## src/rtl/ghost_chase.sv

```systemverilog
// Ghost movement engine for the 8x8 grid: steps one cell per tick toward the
// scatter corner or Pac-Man, alternating phases on step counts and freezing outside PLAY.
module ghost_chase #(
  parameter logic [2:0] GHOST_X0      = 3'd7,
  parameter logic [2:0] GHOST_Y0      = 3'd7,
  parameter logic [2:0] CORNER_X      = 3'd0,
  parameter logic [2:0] CORNER_Y      = 3'd7,
  parameter int         SCATTER_STEPS = 8,
  parameter int         CHASE_STEPS   = 16
) (
  input  logic       clk,
  input  logic       reset,
  input  logic       step_en,
  input  logic [1:0] State,
  input  logic [2:0] PacMan_x,
  input  logic [2:0] PacMan_y,
  output logic [2:0] ghost_x,
  output logic [2:0] ghost_y,
  output logic [1:0] ghost_dir,
  output logic [1:0] mode,
  output logic       moved
);

  localparam logic [1:0] MODE_SCATTER = 2'd0;
  localparam logic [1:0] MODE_CHASE   = 2'd1;
  localparam logic [1:0] MODE_FROZEN  = 2'd2;

  localparam logic [1:0] DIR_UP    = 2'd0;
  localparam logic [1:0] DIR_RIGHT = 2'd1;
  localparam logic [1:0] DIR_DOWN  = 2'd2;
  localparam logic [1:0] DIR_LEFT  = 2'd3;

  localparam logic [7:0] SCATTER_LAST = 8'(SCATTER_STEPS - 1);
  localparam logic [7:0] CHASE_LAST   = 8'(CHASE_STEPS - 1);

  logic [2:0] gx_q, gx_d, gy_q, gy_d;
  logic [1:0] dir_q, dir_d, mode_q, mode_d;
  logic       moved_q, moved_d;
  logic       phase_q, phase_d;   // resume phase: 0 = scatter, 1 = chase
  logic [7:0] cnt_q, cnt_d;

  logic       play;
  logic [2:0] tx, ty, dx, dy;
  logic [7:0] last_cnt;

  always_comb begin
    gx_d    = gx_q;
    gy_d    = gy_q;
    dir_d   = dir_q;
    mode_d  = mode_q;
    moved_d = 1'b0;
    phase_d = phase_q;
    cnt_d   = cnt_q;

    play     = (State == 2'd0);
    tx       = phase_q ? PacMan_x : CORNER_X;
    ty       = phase_q ? PacMan_y : CORNER_Y;
    dx       = (tx >= gx_q) ? (tx - gx_q) : (gx_q - tx);
    dy       = (ty >= gy_q) ? (ty - gy_q) : (gy_q - ty);
    last_cnt = phase_q ? CHASE_LAST : SCATTER_LAST;

    if (!play) begin
      mode_d = MODE_FROZEN;
    end else begin
      if (step_en) begin
        // Ties favour the x axis; on-target steps hold but still count.
        if ((dx >= dy) && (dx != 3'd0)) begin
          moved_d = 1'b1;
          if (tx > gx_q) begin
            gx_d  = gx_q + 3'd1;
            dir_d = DIR_RIGHT;
          end else begin
            gx_d  = gx_q - 3'd1;
            dir_d = DIR_LEFT;
          end
        end else if (dy != 3'd0) begin
          moved_d = 1'b1;
          if (ty > gy_q) begin
            gy_d  = gy_q + 3'd1;
            dir_d = DIR_DOWN;
          end else begin
            gy_d  = gy_q - 3'd1;
            dir_d = DIR_UP;
          end
        end

        if (cnt_q == last_cnt) begin
          cnt_d   = 8'd0;
          phase_d = ~phase_q;
        end else begin
          cnt_d = cnt_q + 8'd1;
        end
      end
      mode_d = phase_d ? MODE_CHASE : MODE_SCATTER;
    end
  end

  always_ff @(posedge clk) begin
    if (reset) begin
      gx_q    <= GHOST_X0;
      gy_q    <= GHOST_Y0;
      dir_q   <= DIR_LEFT;
      mode_q  <= MODE_SCATTER;
      moved_q <= 1'b0;
      phase_q <= 1'b0;
      cnt_q   <= 8'd0;
    end else begin
      gx_q    <= gx_d;
      gy_q    <= gy_d;
      dir_q   <= dir_d;
      mode_q  <= mode_d;
      moved_q <= moved_d;
      phase_q <= phase_d;
      cnt_q   <= cnt_d;
    end
  end

  assign ghost_x   = gx_q;
  assign ghost_y   = gy_q;
  assign ghost_dir = dir_q;
  assign mode      = mode_q;
  assign moved     = moved_q;

endmodule
```

## config.mk

```make
export PLATFORM = sky130hd
export DESIGN_NAME = ghost_chase
export DESIGN_NICKNAME = d
export VERILOG_FILES = /design/src/rtl/ghost_chase.sv
export SDC_FILE = /design/constraint.sdc
export NUM_CORES = 1
export LEC_CHECK = 0
export ABC_AREA = 1
export ABC_CLOCK_PERIOD_IN_PS = 3450
export CAP_MARGIN = 10
export CORE_ASPECT_RATIO = 1.4
export CORE_MARGIN = 5
export CORE_UTILIZATION = 45
export DETAILED_ROUTE_END_ITERATION = 12
export HOLD_SLACK_MARGIN = 0.1
export PLACE_DENSITY_LB_ADDON = 0.12
export SLEW_MARGIN = 20
export SYNTH_ARGS = -nofsm -noshare
export SYNTH_HDL_FRONTEND = slang
export SYNTH_SLANG_ARGS = --single-unit
```

## constraint.sdc

```tcl
create_clock -name clk -period 3.45 [get_ports clk]
set_input_delay 0.345 -clock clk [delete_from_list [all_inputs] [get_ports clk]]
set_output_delay 0.345 -clock clk [all_outputs]
set_load 0.005 [all_outputs]
```

==> out/qor.yml, run 1 <==
p_switching_uw: 107
critPathKind: "reg -> reg"
avgSynthCellArea_um2: 7.55
drive_gt1_share_pct: 12.4
status: "finished clean"
pwr_density_cell_nw_per_um2: 247
stdcell_area_um2: 1830
clk_latency_ps: 260
postCtsSetupBuffers: 0
clockBufferDepth: 2
synth.top_cell.area_share_pct: 26.0
yosysUniqueCellTypes: 33
crit_path_start_kind: "flip-flop"
cts_resized: 0
clkSinkCount: 20
tightest_slew_ps: 363
fin_cells: 266
first_iter_violations: 51
cp_max_fo: 6
io_buffer_count: 21
synth.area.mux_share_pct: 0
place_congestion: 0.802
synthAdderAreaFrac_pct: 18.4
arrival_ps: 3110
core.rowCount: 25
synth_cells: 204
max_slew_margin_pct: 75.7
drc: 0
drtAntennaViolNets: 0
post_dp_cell_area_um2: 1790
synth_xor_area_share_pct: 6.82
cts-htree-levels: 1
setup_viol: 0
dieArea_um2: 4710
yosys_most_used_dff: "dfxtp_1"
die-height_um: 79.2
fin_crit_sh_pct: 86.4
synthTopCellsByArea: "dfxtp_1, ha_1, nand2_1"
area_growth_pct: 18.8
p_leak_nw: 0.862
p_seq_share_pct: 53.3
finalNetCount: 258
synth_top_family_by_area: "simple AND/OR/NAND/NOR gates"
antenna_found_initial: 0
min_period_ps: 2980
hp-class: "reg -> reg"
switching_share_pct: 23.7
hold_viol_final: 0
grt_pass1_vias: 1327
finClkSkew_ps: 1.12
fmaxAchievable_ghz: 0.335
yosysTopAreaCell: "dfxtp_1"
worst-endpoint-required_ps: 3580
synth-compound-area-share_pct: 6.99
hold_buffers: 0
fillCellCount: 331
synth_area_um2: 1540
ys_ff_latch: 20
clk_pin_slew_ps: 70
synth.net_count: 234
wl_per_cell_um: 11.8
grt_setup_unrepaired: "no"
synth_edf_count: 0
num_io_pins: 22
vias: 1338
cts_tree: "done"
peakVddDrop_v: 0.000181
combPwrFrac_pct: 13.3
grt_pass1_wl_mm: 5.49
setup_tns_ps: 0
viasPerCell: 5.03
async_flop_share_pct: 0
grt_max_degree: 13
pwr-share-clk_pct: 33.4
finalMaxSlewViolations: 0
core_region_area_um2: 3350
first_pass_iters: 4
yosys.area_share.simple_pct: 31.6
synth_common_cells: "nand2_1, inv_1, dfxtp_1, nand3_1, nor2_1"
track_usage_pct: 14.8
yosysMostFrequentCell: "nand2_1"
fp.dieW_um: 59.4
cts-root-buf: "clkbuf_8"
cap_viol_max_count: 0
drt_wl_total_mm: 3.15
cts_buffers: 3
ys_warn_count: 0
antenna_cells: 0
dpl.hpwl_mm: 2.73
grt-ovfl-total: 0
synth.yosys.seq_area_share_pct: 26.0
dp.cells: 263
intPower_uw: 344
endpoint_kind: "flip-flop"
start_util_pct: 46.0
power by group through the flow:
stage | combinational [mW] | clock (mW) | sequential (mW)
global route | 0.0675 | 0.161 | 0.241
finish | 0.0602 | 0.151 | 0.240
floorplan | 0.0349 | 0 | 0.245
detailed placement | 0.0607 | 0 | 0.245
CTS | 0.0612 | 0.153 | 0.240
global placement | 0.0590 | 0 | 0.245
layer usage:
metal  vias up  GRT usage, %  part of all wire [%]
li1        682             -                     -
met1       629          14.9                    38
met2        19          29.0                    56
met3         8          1.14                   3.2
met4         0          6.58                   2.9
met5         -             0                     0
sequential cells by signal, summed over array words and instances, names as in the netlist:
| signal | cells |
|---|---|
| ghost_y | 3 |
| ghost_x | 3 |
| mode | 2 |
| moved | 1 |
| phase_q | 1 |
| ghost_dir | 2 |
| cnt_q | 8 |
kinds of logic after synthesis:
| group | Yosys count |
|---|---|
| compound gates | 17 |
| buf+inv | 39 |
| fa+ha+maj | 19 |
| flops | 20 |
| simple gates | 97 |
| xor+xnor | 12 |
through the flow:
| step | hold WS [ps] | util [%] | power, mW | setup WS [ps] |
|---|---|---|---|---|
| final | 466 | 54.7 | 0.451 | 468 |
| after global routing | 502 | 54.7 | 0.470 | 176 |
| after CTS | 470 | 54.7 | 0.454 | 455 |
| after detailed placement | 453 | 53.4 | 0.306 | 231 |
| after global placement | 459 | 53.4 | 0.304 | 322 |
| after floorplan | 417 | - | 0.280 | 684 |
layout make-up:
class / count / area [um^2] / share of cell area (%)
multi-input cells: 145 / 982 / 53.7
clock buffers: 3 / 41.3 / 2.26
flip-flops and latches: 20 / 400 / 21.9
well taps: 40 / 50.0 / 2.74
repair buffers: 22 / 218 / 11.9
inverters: 36 / 138 / 7.52
final timing paths:
check | cells after the start | start | slack [ps] | to
worst min-delay path | 2 | ghost_dir[0] | 470 | ghost_dir[0]
worst min register to register | 2 | ghost_dir[0] | 470 | ghost_dir[0]
worst max-delay path | 16 | phase_q | 470 | ghost_x[0]
worst max register to register | 16 | phase_q | 470 | ghost_x[0]
placed cells by master, fill, tap and decap left out, drive strengths merged, types with 2 or more instances in the layout:
cell type	instances
nand2	42
inv	36
nor2	27
clkdlybuf4s50	21
nand3	21
dfxtp	20
ha	13
xnor2	6
xor2	6
fa	6
o21ai	6
a21oi	5
o211ai	3
clkbuf	3
o21a	2
or2	2
nor3	2
critical path, stage by stage (launching register included):
cell and delay [ps]:
dfxtp_1 420, inv_1 120, or2_2 290, ha_1 350
nand2_1 90, nand2_1 70, nor2_2 160, nand3_1 110
and2_1 170, ha_1 290, nand2_1 50, o211ai_1 280
nand2_4 120, nor2_4 150, inv_1 70, nand2_1 50
nand3_1 60
Note: power is estimated with default switching activity, not from simulation.
==> inputs of run 2 (changes only) <==
- ABC_AREA: 1 -> not set
==> run 2 against run 1 <==
Compared with the run above: cell count shrank 11%; combinational power fell by 23%; highest routed layer unchanged; register-to-register slack lost 180 ps; critical endpoint is now ghost_y[2].
==> out/qor.yml, run 2 <==
regMostFlops: "cnt_q"
drc: 0  # unchanged
worst-endpoint-required_ps: 3640  # +60 ps
clk_latency_ps: 250  # about the same
avgSynthCellArea_um2: 8.71  # +15%
min_to: "ghost_dir[0]"
switching_share_pct: 21.3  # -2.4 points
num_io_pins: 22  # unchanged
tightest_slew_ps: 694  # +331 ps
start_util_pct: 47.2  # +1.1 points
viasPerCell: 5.29  # +5.1%
core.rowCount: 24  # -4.0%
min_period_ps: 3190  # +208 ps
cpMaxStageDelayCell: "or4_1"
cts-htree-levels: 1  # unchanged
largest_reg_flops: 8  # unchanged
r2r_slack_ps: 290  # -180 ps
r2r_end: "ghost_y[2]"
grt-ovfl-total: 0  # unchanged
grt_pass1_vias: 1282  # -3.4%
place_congestion: 0.831  # +3.7%
dp.cells: 234  # -11%
io_buffer_count: 21  # unchanged
synth.yosys.seq_area_share_pct: 27.2  # +1.2 points
die-height_um: 77.7  # -1.9%
max_slew_margin_pct: 53.3  # -22 points
synth.top_cell.area_share_pct: 27.2  # +1.2 points
hold_start: "ghost_dir[0]"
pwr-share-clk_pct: 33.7  # +0.3 points
peakVddDrop_v: 0.000194  # +7.0%
final_common_cell: "clkdlybuf4s50_1"
fin_cells: 237  # -11%
wl_per_cell_um: 13.3  # +12%
intPower_uw: 338  # -1.6%
ff2ff_path_depth: 12  # -4
grt_pass1_wl_mm: 5.32  # -3.0%
synth.net_count: 199  # -15%
crit_chain: "clkdlybuf4s50_1 > nand2b_1 > ha_1 > inv_1 > fa_1 > nor4b_1 > a22o_1 > nor2_1 > ha_1 > a21oi_1 > nor2_1 > or4_1 > nand3_1"
endpoint_kind: "flip-flop"
arrival_ps: 3380  # +270 ps
hp-class: "reg -> reg"
synth_common_cells: "dfxtp_1, nor2_1, inv_1, ha_1, nand2_1"
cap_viol_max_count: 0  # unchanged
core_region_area_um2: 3120  # -6.7%
hold_viol_final: 0  # unchanged
drt_wl_total_mm: 3.15  # +0.16%
cp_max_fo: 4  # -2
critPathKind: "in -> reg"
final_cell_mix: "clkdlybuf4s50_1, dfxtp_1, nor2_1"
clk_pin_slew_ps: 60  # about the same
dieArea_um2: 4530  # -3.7%
setup_tns_ps: 0  # unchanged
drive_gt1_share_pct: 9.60  # -2.8 points
yosys_most_used_dff: "dfxtp_1"
antenna_found_initial: 0  # unchanged
finalMaxSlewViolations: 0  # unchanged
cts_buffers: 3  # unchanged
async_flop_share_pct: 0  # unchanged
grt_setup_unrepaired: "no"
ys_warn_count: 0  # unchanged
synth_edf_count: 0  # unchanged
fp.dieW_um: 58.4  # -1.8%
crit_buf_inv: 2  # unchanged
combPwrFrac_pct: 10.8  # -2.5 points
fin_util_pct: 58.3  # +3.6 points
p_switching_uw: 91.6  # -14%
clockBufferDepth: 2  # unchanged
dpl.hpwl_mm: 2.59  # -5.2%
fmaxAchievable_ghz: 0.314  # -6.5%
cts_tree: "done"
yosysTopAreaCell: "dfxtp_1"
synth_area_um2: 1470  # -4.4%
vias: 1253  # -6.4%
track_usage_pct: 14.9  # +0.15 points
yosysUniqueCellTypes: 43  # +30%
p_seq_share_pct: 55.5  # +2.2 points
first_pass_iters: 4  # unchanged
setup_viol: 0  # unchanged
first_iter_violations: 35  # -31%
rr_startpoint: "phase_q"
clkSinkCount: 20  # unchanged
ys_ff_latch: 20  # unchanged
drtAntennaViolNets: 0  # unchanged
synth_cells: 169  # -17%
pwr_density_cell_nw_per_um2: 236  # -4.1%
hold_buffers: 0  # unchanged
area_growth_pct: 23.5
cp_top_family: "simple AND/OR/NAND/NOR gates"
crit_path_start_kind: "primary input"
cts-root-buf: "clkbuf_8"
holdPathStages: 2  # unchanged
status: "finished clean"
yosysMostFrequentCell: "dfxtp_1"
antenna_cells: 0  # unchanged
cp_slowest_stage_delay_ps: 510  # +90 ps
fin_crit_sh_pct: 92.5  # +6.0 points
finClkSkew_ps: 3.10  # +1.98 ps
finalNetCount: 230  # -11%
grt_max_degree: 11  # -2
synthTopCellsByArea: "dfxtp_1, ha_1, fa_1"
p_leak_nw: 0.812  # -5.8%
## run 2: repair_timing
action,4_1_cts,5_1_grt
buffers inserted,0,0
gates resized for setup,0,2
endpoints found under the setup margin,0,3
## run 2: through the flow
stage          total power [mW]  instance area [um^2]  worst slack [ps]  hold WS (ps)
2_1_floorplan             0.265                  1470               288           414
3_3_place_gp              0.289                  1770              10.9           488
3_5_place_dp              0.291                  1770             -50.1           488
4_1_cts                   0.434                  1810               157           502
5_1_grt                   0.449                  1820              36.1           519
6_report                  0.430                  1820               260           497
## run 2: layer usage
| layer | vias to the layer above | share of wire (%) | track usage, % |
|---|---|---|---|
| met1 | 590 | 41 | 15.1 |
| met2 | 24 | 55 | 28.2 |
| met4 | 0 | 0.82 | 8.58 |
| li1 | 637 | - | - |
| met3 | 2 | 3.2 | 1.50 |
| met5 | - | 0 | 0 |
## run 2: worst reg2reg max path: stages, from the launching register on
cell and delay [ps]:
dfxtp_2 420, buf_4 160, nand2_1 60, ha_1 210
inv_1 70, fa_1 420, mux2_2 280, ha_1 290
a21o_1 160, a21oi_1 280, nor2_1 120, or4_1 510
nand3_1 90
## run 2: logic make-up after synthesis
group,share of synthesized area (%)
AO/OA/AOI/OAI,13.0
XOR/XNOR,8.92
adder cells (fa/ha/maj),19.2
buffers and inverters,5.44
flip-flops,27.2
multiplexers,3.74
AND/OR/NAND/NOR,22.5
## run 2: power groups by stage
| stage | clock network (mW) | registers (mW) | logic, mW |
|---|---|---|---|
| floorplan | 0 | 0.243 | 0.0213 |
| global placement | 0 | 0.244 | 0.0454 |
| detailed placement | 0 | 0.244 | 0.0466 |
| CTS | 0.148 | 0.239 | 0.0468 |
| global route | 0.158 | 0.239 | 0.0515 |
| finish | 0.145 | 0.239 | 0.0464 |
## run 2: worst max path at each step
stage	end	cells past startpoint	startpoint
after CTS	ghost_y[2]	12	phase_q
after floorplan	ghost_x[2]	15	phase_q
after global placement	ghost_x[2]	14	PacMan_y[0]
after detailed placement	ghost_x[2]	14	PacMan_y[0]
after global routing	ghost_y[2]	12	phase_q
final	ghost_y[2]	13	PacMan_y[0]
## run 2: cell type report
| class | count | area, um^2 |
|---|---|---|
| Multi-Input combinational cell | 130 | 997 |
| Inverter | 16 | 60.1 |
| Clock buffer | 3 | 41.3 |
| Timing Repair Buffer | 29 | 270 |
| Tap cell | 39 | 48.8 |
| Sequential cell | 20 | 402 |
| Fill cell | 295 | 1300 |
